--- config.mk ---
export PLATFORM = sky130hd
export DESIGN_NAME = piso8_tx
export DESIGN_NICKNAME = d
export VERILOG_FILES = /design/src/rtl/piso8_tx.sv
export SDC_FILE = /design/constraint.sdc
export NUM_CORES = 1
export LEC_CHECK = 0
export CORE_UTILIZATION = 43
export DETAILED_ROUTE_END_ITERATION = 12
export GPL_ROUTABILITY_DRIVEN = 1
export PLACE_DENSITY = 0.68
export SETUP_SLACK_MARGIN = 0.4
export SLEW_MARGIN = 20
export SYNTH_ARGS = -nofsm -noshare
export SYNTH_HDL_FRONTEND = slang
export SYNTH_SLANG_ARGS = --single-unit
--- constraint.sdc ---
create_clock -name clk -period 1.6 [get_ports clk]
set_input_delay 0.24 -clock clk [delete_from_list [all_inputs] [get_ports clk]]
set_output_delay 0.24 -clock clk [all_outputs]
set_load 0.01 [all_outputs]
--- src/rtl/piso8_tx.sv ---
// Parallel-in/serial-out transmitter: captures D on load and shifts it out on sout.
// Define PISO_PARITY_EN to append a trailing even-parity bit to every frame.
module piso8_tx #(
  parameter int unsigned WIDTH     = 8,
  parameter int unsigned LSB_FIRST = 1
) (
  input  logic             clk,
  input  logic             CLR,
  input  logic [WIDTH-1:0] D,
  input  logic             load,
  output logic             ready,
  output logic             busy,
  output logic             sout,
  output logic             done
);

  localparam int unsigned CW = (WIDTH > 1) ? $clog2(WIDTH) : 1;
  localparam logic [CW-1:0] LAST = CW'(WIDTH - 1);
`ifndef PISO_PARITY_EN
  localparam logic [CW-1:0] PENULT = CW'(WIDTH - 2);
`endif

  typedef enum logic [1:0] {
    S_IDLE,
    S_SHIFT
`ifdef PISO_PARITY_EN
    , S_PARITY
`endif
  } state_t;

  state_t           state_q, state_d;
  logic [WIDTH-1:0] shreg_q, shreg_d;
  logic [CW-1:0]    cnt_q, cnt_d;
  logic             sout_q, sout_d;
  logic             done_q, done_d;
`ifdef PISO_PARITY_EN
  logic             parity_q, parity_d;
`endif

  always_comb begin
    state_d  = state_q;
    shreg_d  = shreg_q;
    cnt_d    = cnt_q;
    sout_d   = sout_q;
    done_d   = 1'b0;
`ifdef PISO_PARITY_EN
    parity_d = parity_q;
`endif
    case (state_q)
      S_IDLE: begin
        sout_d = 1'b1;
        if (load) begin
          state_d  = S_SHIFT;
          shreg_d  = D;
          cnt_d    = '0;
          sout_d   = (LSB_FIRST != 0) ? D[0] : D[WIDTH-1];
`ifdef PISO_PARITY_EN
          parity_d = ^D;
`endif
        end
      end
      S_SHIFT: begin
        if (cnt_q == LAST) begin
`ifdef PISO_PARITY_EN
          state_d = S_PARITY;
          sout_d  = parity_q;
          done_d  = 1'b1;
`else
          state_d = S_IDLE;
          sout_d  = 1'b1;
`endif
        end else begin
          cnt_d = cnt_q + 1'b1;
          // sout already shows the head bit, so the next bit sits one place in
          if (LSB_FIRST != 0) begin
            shreg_d = shreg_q >> 1;
            sout_d  = shreg_q[1];
          end else begin
            shreg_d = shreg_q << 1;
            sout_d  = shreg_q[WIDTH-2];
          end
`ifndef PISO_PARITY_EN
          done_d = (cnt_q == PENULT);
`endif
        end
      end
`ifdef PISO_PARITY_EN
      S_PARITY: begin
        state_d = S_IDLE;
        sout_d  = 1'b1;
      end
`endif
      default: begin
        state_d = S_IDLE;
        sout_d  = 1'b1;
      end
    endcase
  end

  always_ff @(posedge clk) begin
    if (CLR) begin
      state_q  <= S_IDLE;
      shreg_q  <= '0;
      cnt_q    <= '0;
      sout_q   <= 1'b1;
      done_q   <= 1'b0;
`ifdef PISO_PARITY_EN
      parity_q <= 1'b0;
`endif
    end else begin
      state_q  <= state_d;
      shreg_q  <= shreg_d;
      cnt_q    <= cnt_d;
      sout_q   <= sout_d;
      done_q   <= done_d;
`ifdef PISO_PARITY_EN
      parity_q <= parity_d;
`endif
    end
  end

  assign ready = (state_q == S_IDLE);
  assign busy  = (state_q != S_IDLE);
  assign sout  = sout_q;
  assign done  = done_q;

endmodule

After elaboration in Yosys (flattened, before gate mapping):

Cells that the tools add are included.

* bits in registers: 15
* input port bits: 11
* output and inout port bits: 4
* word-level logic and storage cells: 31

* equality and inequality tests: 6
* bitwise logic cells: 1
* add/subtract/negate cells: 1
* multiplexer cells: 12
* reduce and logical (&&, ||, !) cells: 6

Operator list (count)
* 8-bit two-way mux: 2
* 8-bit one-hot mux with 2 select lines: 1
* 3-bit == test (second input constant): 2
* 3-bit two-way mux: 2
* 2-bit inequality test (second input constant): 3
* 3-bit one-hot mux with 2 select lines: 1
* 2-bit two-way mux: 2
* 2-bit one-hot mux with 2 select lines: 1
* 2-bit nonzero test: 2
* 3-bit by 1-bit adder with 3-bit output (second input constant): 1
* 3-bit AND reduction: 1
* 3-bit OR reduction: 1
* 2-bit by 1-bit == test with 1-bit output (second input constant): 1
* 2-bit zero test: 1
* 1-bit two-way mux: 2
* 1-bit one-hot mux with 2 select lines: 1
* 2-bit AND reduction: 1
* 1-bit NOT: 1

Depth between registers and ports, before layout:

Gate-level depths: netlist of run 1.

* depth after elaboration: 3
* gate-level depth with buffers: 6
* mapped depth without buffers: 5

Least setup slack after synthesis of run 1:

OpenSTA, ideal clock, no wires.

* path kind: register -> register
* start point: register cnt_q[0]
* end point: register shreg_q[1]
* required time: 1521 ps
* library setup time: 79 ps
* stages on the path, launching flop included: 7
* clock period less this slack: 1568 ps
* data arrival time: 1488 ps
* path slack: 32 ps
* path buffers: 1
* cell sequence: dfxtp_1 > ha_1 > ha_1 > and2b_4 > or2_1 > buf_6 > a211oi_2

* word-level cells in the longest chain between the ends: 3

RTL lines
* start, declared: line 33 `logic [CW-1:0] cnt_q, cnt_d;`
* start signal, assigned: line 113 `cnt_q <= cnt_d;`
* 3-bit == test: line 63 `if (cnt_q == LAST) begin`
* 2-bit inequality test (no source line)
* 3-bit AND reduction (no source line)
* end signal, assigned: line 112 `shreg_q <= shreg_d;`
* end, declared: line 32 `logic [WIDTH-1:0] shreg_q, shreg_d;`

No other way between the ends.
A chain may end at the register's enable or synchronous reset.

Final worst setup path of run 1:

* start point: register cnt_q[1]
* end point: register shreg_q[2]

The elaborated chain is that of the path after synthesis.

==> qor.txt, run 1 <==
Initial antenna violation count: 0
Share of layout cells above drive strength 1: 0.344
Hold Buf Count CTS: 0
MaxCap Viol Count: 0
Initial cell density of the core: 0.465
Filler cells: 124
Cell taking the most area after synthesis: dfxtp_1
Largest net degree at the start of global routing: 9
Multi-input gate area: 424 um2
CTS tree: built
Synthesized instance count: 71
Crit Path Max Fanout: 6
Crit path time final: 1.40 ns
Grt ovf: 0
Clock skew: 0.00468 ns
Final worst path period share: 0.877
R2R setup slack: 0.20 ns
Post-DRT Antenna Nets: 0
Commonest non-fill, non-tap cells in the layout: buf_4, clkdlybuf4s50_1, dfxtp_1
First-pass DRT Iterations: 7
Hold Path Class: register to register
Netlist cell types: 24
P&R area growth vs syn: 39.8%
Skew-Pair Late Insertion Delay: 0.27 ns
Sequential cell area: 270 um2
Dpl hpwl: 910 um
Synthesized area per cell: 9.97 um2
CTS Sinks: 13
Total power: 746 uW
Vias in the first global route: 545
Most common cell after layout, fill and taps aside: buf_4
Hold Fails Final Rpt: 0
Row cnt: 14
Share of the synthesized area in the top cell type: 0.367
Post-route cell area: 990 um2
Die footprint: 1810 um2
Critical path startpoint: cnt_q[1]$_SDFFE_PP0P_
Initial DRC Count: 13
Type of origin of the critical path: register
Max Fclk: 0.713 GHz
Setup crit end kind: register
P_leak: 0.398 nW
First-pass GRT wire length: 2.39 mm
Via count: 596
GP Congestion: 0.775
Setup CP Type: register to register
YS warnings: 0
IO Pins: 15
Final worst slack: 0.197 ns
Critical path required time: 1.79 ns
Setup TNS: 0 ns
Final nets: 112
Max clock buf depth: 2
VDD IR max: 0.590 mV
CP arrival: 1.59 ns
Synth Net Count: 86
Placed Area: 890 um2
Clk slew on worst S/H paths: 0.08 ns
Worst min-delay path endpoint: shreg_q[7]$_SDFFE_PP0P_
Yosys reg bits: 13
Count of final max-slew check failures: 0
Status: finished clean
Power per cell area: 754 nW/um2
Worst r2r src: cnt_q[1]$_SDFFE_PP0P_
Worst-Margin Slew: 0.236 ns
Die Wd: 42.6 um
Post-route DRC: 0
Root Buffer: clkbuf_4
Wire per inst: 12.7 um
Register-to-Register Path Depth: 5
Reg2reg end: shreg_q[2]$_SDFFE_PP0P_
Final WL: 1.43 mm
Antenna Cells: 0
Port bufs: 14
GRT Overall Usage: 0.177
Core area: 1520 um2
Top cells by area, synth: dfxtp_1, a211oi_2, mux2i_1, ha_1, buf_6
Hold_sp: shreg_q[7]$_SDFFE_PP0P_
# setup viols final: 0
Synth Cell Area: 708 um2
RSZ-0062 raised after global routing: true
Vias per cell: 5.32
Hold Path Depth: 2
Total CTS buffers: 3
Sequential fraction of the synthesis area: 0.367
Slew margin rel.: 0.842
Place WS: 0.0863 ns
Die height: 42.6 um
H-tree levels: 1
==> worst max-delay path, stage by stage (launching register included) <==
cell	delay (ns)
dfxtp_4	0.37
ha_4	0.14
ha_4	0.13
and2b_4	0.20
or2_4	0.28
a211oi_2	0.19
==> sequential cells by signal (all words and copies together), names as in the netlist <==
signal and cells:
cnt_q 3, done 1, shreg_q 7, sout 1
state_q 1
==> layer usage <==
metal  vias to the layer above  GRT usage  wire, um
met4                         0     0.0938        31
met2                        24      0.246       612
li1                        301          -         -
met5                         -          0         0
met3                         6     0.0474        77
met1                       265      0.247       706
==> how the worst max path moves through the flow <==
stage | to | slack (ns)
2_1_floorplan | shreg_q[1]$_SDFFE_PP0P_ | 0.20
3_3_place_gp | shreg_q[5]$_SDFFE_PP0P_ | 0.11
3_5_place_dp | shreg_q[5]$_SDFFE_PP0P_ | 0.09
4_1_cts | shreg_q[5]$_SDFFE_PP0P_ | 0.21
5_1_grt | cnt_q[2]$_SDFFE_PP0P_ | 0.14
6_report | shreg_q[2]$_SDFFE_PP0P_ | 0.20
==> cells in the mapped netlist (all sizes together) <==
master   n
buf      5
a21oi    4
nand2    1
and2b    2
nor2     7
nor3     6
mux2i    6
or2b     1
a211oi   6
nand3    1
dfxtp   13
and4     1
a22oi    1
or2      2
ha       4
mux2     2
nor3b    3
xnor2    1
inv      3
nand2b   1
a31oi    1
==> what timing repair did <==
item | in CTS | in global routing
setup buffers | 7 | 0
endpoints found under the setup margin | 13 | 15
resized for setup | 8 | 3
pin swaps | 2 | 4
==> stage by stage <==
step,cells,hold WS (ns),utilization
6_report,112,0.508,0.649
5_1_grt,112,0.523,0.649
4_1_cts,112,0.507,0.646
3_5_place_dp,101,0.496,0.584
3_3_place_gp,101,0.507,0.584
2_1_floorplan,71,0.305,-
==> cell type report <==
class                   count  area share
clock buffers               4      0.0265
repair buffers             26       0.240
flip-flops and latches     13       0.273
inverters                   3      0.0114
well taps                  16      0.0202
multi-input cells          50       0.429
==> logic make-up (layout without fill, tap and decap cells) <==
kind of cell               Yosys count  count (layout)  share of synthesized area
muxes                                8               8                      0.117
and+or+nand+nor                     25              25                      0.201
DFF                                 13              13                      0.367
AOI/OAI and AO/OA                   12              12                      0.154
buffers and inverters                8              33                     0.0777
adders and majority gates            4               4                     0.0707
xor gates and xnor gates             1               1                     0.0124
==> where the power goes <==
group | switching, mW | internal [mW]
registers | 0.0176 | 0.347
logic | 0.0777 | 0.0996
clock network | 0.107 | 0.0964
Power figures use the tool's default switching activity.
==> run 2, diff against run 1 <==
--- a/config.mk
+++ b/config.mk
@@ -6,6 +6,7 @@
 export NUM_CORES = 1
 export LEC_CHECK = 0
 export CORE_UTILIZATION = 43
+export CTS_CLUSTER_DIAMETER = 200
 export DETAILED_ROUTE_END_ITERATION = 12
 export GPL_ROUTABILITY_DRIVEN = 1
 export PLACE_DENSITY = 0.68
==> results of run 2 <==
Final layout, timing and power as in run 1 (identical DEF).
